`config.mk`:
```
export PLATFORM = sky130hd
export DESIGN_NAME = mem_responder
export DESIGN_NICKNAME = d
export VERILOG_FILES = /design/src/rtl/mem_responder.sv
export SDC_FILE = /design/constraint.sdc
export NUM_CORES = 1
export LEC_CHECK = 0
export CAP_MARGIN = 0
export CORE_UTILIZATION = 47
export CTS_BUF_LIST = sky130_fd_sc_hd__clkbuf_8
export CTS_CLUSTER_DIAMETER = 150
export DETAILED_ROUTE_END_ITERATION = 12
export GPL_ROUTABILITY_DRIVEN = 0
export PLACE_DENSITY = 0.95
export SYNTH_ARGS = -nofsm -noshare
export SYNTH_HDL_FRONTEND = slang
export SYNTH_SLANG_ARGS = --single-unit
```
`constraint.sdc`:
```
create_clock -name clk -period 4.8 [get_ports clk]
set_input_delay 0.48 -clock clk [delete_from_list [all_inputs] [get_ports clk]]
set_output_delay 0.48 -clock clk [all_outputs]
set_load 0.005 [all_outputs]
```
`src/rtl/mem_responder.sv`:
```
// mem_responder: MEM-interface responder driving an asynchronous 16-bit SRAM.
// Four-phase rqm_n/akm_n handshake; request fields are captured at accept so the
// initiator may change them freely during the access. WAIT_STATES (0..15) adds
// extra ACCESS cycles beyond the first.
//
// state  | meaning
// -------+----------------------------------------------------------------
// IDLE   | waiting for a fresh request (rqm_n=1 while akm_n=0)
// SETUP  | address (and write data) presented, ce high, oe high for reads
// ACCESS | strobe active for WAIT_STATES+1 cycles; read data sampled at the end
// HOLD   | writes only: we dropped, addr/dout held for data hold time
// ACK    | strobes off; akm_n follows rqm_n until the initiator releases
module mem_responder #(
  parameter int ADDR_W      = 20,
  parameter int DATA_W      = 16,
  parameter int WAIT_STATES = 2
) (
  input  logic              clk,
  input  logic              rst_n,
  input  logic              rqm_n,
  input  logic              rwm_n,
  input  logic [ADDR_W-1:0] adm_n,
  input  logic [DATA_W-1:0] dwm_n,
  output logic              akm_n,
  output logic [DATA_W-1:0] drm_n,
  output logic              busy,
  output logic [ADDR_W-1:0] sram_addr,
  output logic [DATA_W-1:0] sram_dout,
  input  logic [DATA_W-1:0] sram_din,
  output logic              sram_ce,
  output logic              sram_oe,
  output logic              sram_we
);

  localparam int CNT_W = 4;

  typedef enum logic [2:0] {
    S_IDLE,
    S_SETUP,
    S_ACCESS,
    S_HOLD,
    S_ACK
  } state_t;

  state_t           state;
  state_t           state_nxt;
  logic             wr_q;
  logic [CNT_W-1:0] cnt;
  logic             accept;
  logic             last_beat;
  logic             ce_nxt;
  logic             oe_nxt;
  logic             we_nxt;
  logic             akm_nxt;

  // akm_n gates the accept, so a request held high through the ack cannot re-trigger
  assign accept    = (state == S_IDLE) && rqm_n && !akm_n;
  assign last_beat = (state == S_ACCESS) && (cnt == '0);

  // State register
  always_ff @(posedge clk or negedge rst_n) begin
    if (!rst_n) begin
      state <= S_IDLE;
    end else begin
      state <= state_nxt;
    end
  end

  // Next-state decode
  always_comb begin
    state_nxt = state;
    case (state)
      S_IDLE:   if (accept) state_nxt = S_SETUP;
      S_SETUP:  state_nxt = S_ACCESS;
      S_ACCESS: if (cnt == '0) state_nxt = wr_q ? S_HOLD : S_ACK;
      S_HOLD:   state_nxt = S_ACK;
      S_ACK:    if (!rqm_n) state_nxt = S_IDLE;
      default:  state_nxt = S_IDLE;
    endcase
  end

  // Output decode from the next state so every pin is a flop output
  always_comb begin
    ce_nxt  = 1'b0;
    oe_nxt  = 1'b0;
    we_nxt  = 1'b0;
    akm_nxt = 1'b0;
    case (state_nxt)
      // SETUP is only entered from IDLE on accept, so rwm_n is the live request
      S_SETUP: begin
        ce_nxt = 1'b1;
        oe_nxt = !rwm_n;
      end
      S_ACCESS: begin
        ce_nxt = 1'b1;
        oe_nxt = !wr_q;
        we_nxt = wr_q;
      end
      S_HOLD:  ce_nxt = 1'b1;
      // an abandoned request (rqm_n already low) enters ACK with akm_n low and leaves
      S_ACK:   akm_nxt = rqm_n;
      default: ;
    endcase
  end

  // Registered strobes, handshake and busy flag
  always_ff @(posedge clk or negedge rst_n) begin
    if (!rst_n) begin
      sram_ce <= 1'b0;
      sram_oe <= 1'b0;
      sram_we <= 1'b0;
      akm_n   <= 1'b0;
      busy    <= 1'b0;
    end else begin
      sram_ce <= ce_nxt;
      sram_oe <= oe_nxt;
      sram_we <= we_nxt;
      akm_n   <= akm_nxt;
      busy    <= (state_nxt != S_IDLE);
    end
  end

  // Request capture, wait-state down-counter and read-data register
  always_ff @(posedge clk or negedge rst_n) begin
    if (!rst_n) begin
      sram_addr <= '0;
      sram_dout <= '0;
      wr_q      <= 1'b0;
      cnt       <= '0;
      drm_n     <= '0;
    end else begin
      if (accept) begin
        sram_addr <= adm_n;
        wr_q      <= rwm_n;
        cnt       <= CNT_W'(WAIT_STATES);
        if (rwm_n) sram_dout <= dwm_n;
      end else if ((state == S_ACCESS) && (cnt != '0)) begin
        cnt <= cnt - CNT_W'(1);
      end
      if (last_beat && !wr_q) drm_n <= sram_din;
    end
  end

endmodule

```
==> impl_metrics.tcl <==
set metrics [dict create \
    yosysSeqAreaShare 0.628 \
    power.density_nw_per_um2 632 \
    clock_sinks 65 \
    ys_types 33 \
    crit_buf_inv 1 \
    leakage_nw 1.67 \
    synth_top_area_frac 0.628 \
    synthCells 171 \
    cts_max_level 3 \
    clkSlewWorstSetupHoldPaths_ns 0.07 \
    die_y_um 76.2 \
    cp-end-kind "register" \
    comb_power_share 0.428 \
    ys.flop_type "dfrtp_1" \
    drive_above_1_share 0.170 \
    finalSetupTns_ns 0 \
    total_power_mw 2.50 \
    synth_edf_count 0 \
    path_cells "clkdlybuf4s50_1 > nor2b_1 > and3b_1 > mux2_2" \
    crit_path_start_kind "input pin" \
    cap_violations 0 \
    clk_latency_ns 0.33 \
    status "finished clean" \
    ctsHoldBuffers 0 \
    cts_setup_buffers 0 \
    async_reset_ff_frac 1.00 \
    yosysTopAreaCell "dfrtp_1" \
    rsz0062_at_grt "no" \
    timing.final.crit_share 0.530 \
    post-route-min-period_ns 2.54 \
    power.net_switching_mw 0.719 \
    drc 0 \
    syn_area_per_cell_sq_um 15.1 \
    cp.required_ns 5.02 \
    yosysMostFrequentCell "dfrtp_1" \
    io_pins 113 \
    cp_slowest_cell "and3b_1" \
    fin_skew_ns 0.00684 \
    yosys_warnings 0 \
    fin_nets 346 \
    dr.pass1.iters 5 \
    p_seq_frac 0.394 \
    ys_ff_latch 65 \
    cpPeakStageDelay_ns 0.96 \
    clkPwrFrac 0.178 \
    path_max_fanout 25 \
    wl_mm 5.73 \
    syn_area_sq_um 2590 \
    grtUsageTotal 0.213 \
    drt-wirelength-per-cell_um 15.7 \
    dp_hpwl_mm 4.08 \
    critPathKind "input pin to register" \
    grt_max_degree 66 \
    core_sq_um 5200 \
    die-area_sq_um 5810 \
    grt_pass1_vias 1973 \
    timing.fmax_mhz 393 \
    vias_per_cell 5.02 \
    rows 26 \
    critPathTopFamily "simple AND/OR/NAND/NOR gates" \
    holdWs_ns 0.314 \
    cts_root_buf "clkbuf_8" \
    diodes 0 \
    synthToLayoutAreaGrowth_pct 52.5 \
    hold_path_class "input pin to async pin" \
    tightest_slew_ns 1.11 \
    critPathArrivalTime_ns 2.76 \
    synth.area.top_cells "dfrtp_1, mux2_2, mux2_1, o21ai_0, nand4b_4" \
    synthTopCellsByCount "dfrtp_1, mux2_2, mux2_1" \
    ant_nets 0 \
    setup-violations-final 0 \
    vdd_ir_drop_max_mv 0.347 \
    swShare 0.288 \
    die_w_um 76.2 \
    clockBufferDepth 2 \
    max-slew-margin-rel 0.262 \
    overflow 0 \
    vias 1829 \
    internal_power_mw 1.78 \
    start_util 0.497 \
    cts_tree "built" \
    io_buffers 112 \
    cts_buffers 9 \
    syn-num-nets 228 \
    grt_pass1_wl_mm 9.47 \
    drtIter0Drc 87 \
    antenna_found_initial 0 \
    slew_viol_final 0 \
    finalHoldViolCount 0 \
    postCtsResizedCells 0 \
]
state kept, by name, summed over array words and instances (netlist names):
register / count
sram_we: 1
wr_q: 1
sram_ce: 1
state: 3
busy: 1
sram_addr: 20
sram_dout: 16
drm_n: 16
cnt: 4
akm_n: 1
sram_oe: 1
logic make-up (layout without fill, tap and decap cells):
| family | Yosys count | count (layout) | share of synthesized area |
|---|---|---|---|
| flip-flops | 65 | 65 | 0.628 |
| AND/OR/NAND/NOR | 24 | 24 | 0.0740 |
| multiplexers | 52 | 52 | 0.226 |
| adder cells (fa/ha/maj) | 1 | 1 | 0.00483 |
| buffers and inverters | 10 | 133 | 0.0217 |
| AO/OA/AOI/OAI | 19 | 19 | 0.0450 |
cell type report:
| cell class | instances | area, sq um |
|---|---|---|
| Clock buffer | 10 | 138 |
| Clock inverter | 6 | 51.3 |
| Fill cell | 350 | 1260 |
| Inverter | 4 | 15.0 |
| Multi-Input combinational cell | 96 | 906 |
| Sequential cell | 65 | 1630 |
| Tap cell | 70 | 87.6 |
| Timing Repair Buffer | 113 | 1120 |
layout by cell type, fill, tap and decap left out, drive strengths merged, types with 2 or more instances in the layout:
master	instances
a21boi	2
a21oi	5
buf	2
clkbuf	10
clkdlybuf4s50	111
clkinv	2
dfrtp	65
inv	7
mux2	52
nand2	3
nand2b	2
nand3	3
nand4b	2
nor2b	3
nor3b	2
o21ai	8
or3b	2
stage by stage:
| step | setup slack, ns | util | area, sq um | std cells |
|---|---|---|---|---|
| global placement | 1.98 | 0.722 | 3760 | 348 |
| global route | 2.11 | 0.758 | 3950 | 364 |
| detailed placement | 1.90 | 0.722 | 3760 | 348 |
| floorplan | 3.09 | - | 2590 | 171 |
| finish | 2.26 | 0.758 | 3950 | 364 |
| CTS | 2.27 | 0.758 | 3950 | 364 |
power groups by stage:
stage	registers [mW]	logic (mW)	clock network [mW]
4_1_cts	0.985	1.08	0.457
5_1_grt	1.02	1.15	0.475
3_3_place_gp	0.972	1.04	0
2_1_floorplan	0.987	0.446	0
6_report	0.984	1.07	0.446
3_5_place_dp	0.994	1.08	0
final timing paths:
check | start | end | slack, ns | depth (start not counted)
worst max-delay path | rqm_n | sram_addr[1] | 2.26 | 4
worst min-delay path | rst_n | sram_addr[14] | 0.31 | 2
worst max register to register | state[0] | sram_addr[1] | 2.53 | 3
worst min register to register | sram_addr[5] | sram_addr[5] | 0.48 | 1
max in group asynchronous | rst_n | drm_n[11] | 3.96 | 2
min in group clk | sram_addr[5] | sram_addr[5] | 0.48 | 1
per-layer routing:
metal	track usage	vias up	routed length [um]
li1	-	846	-
met1	0.243	905	2300
met2	0.355	68	2960
met3	0.0575	10	353
met4	0.131	0	112
met5	0	-	0
Power figures use the tool's default switching activity.
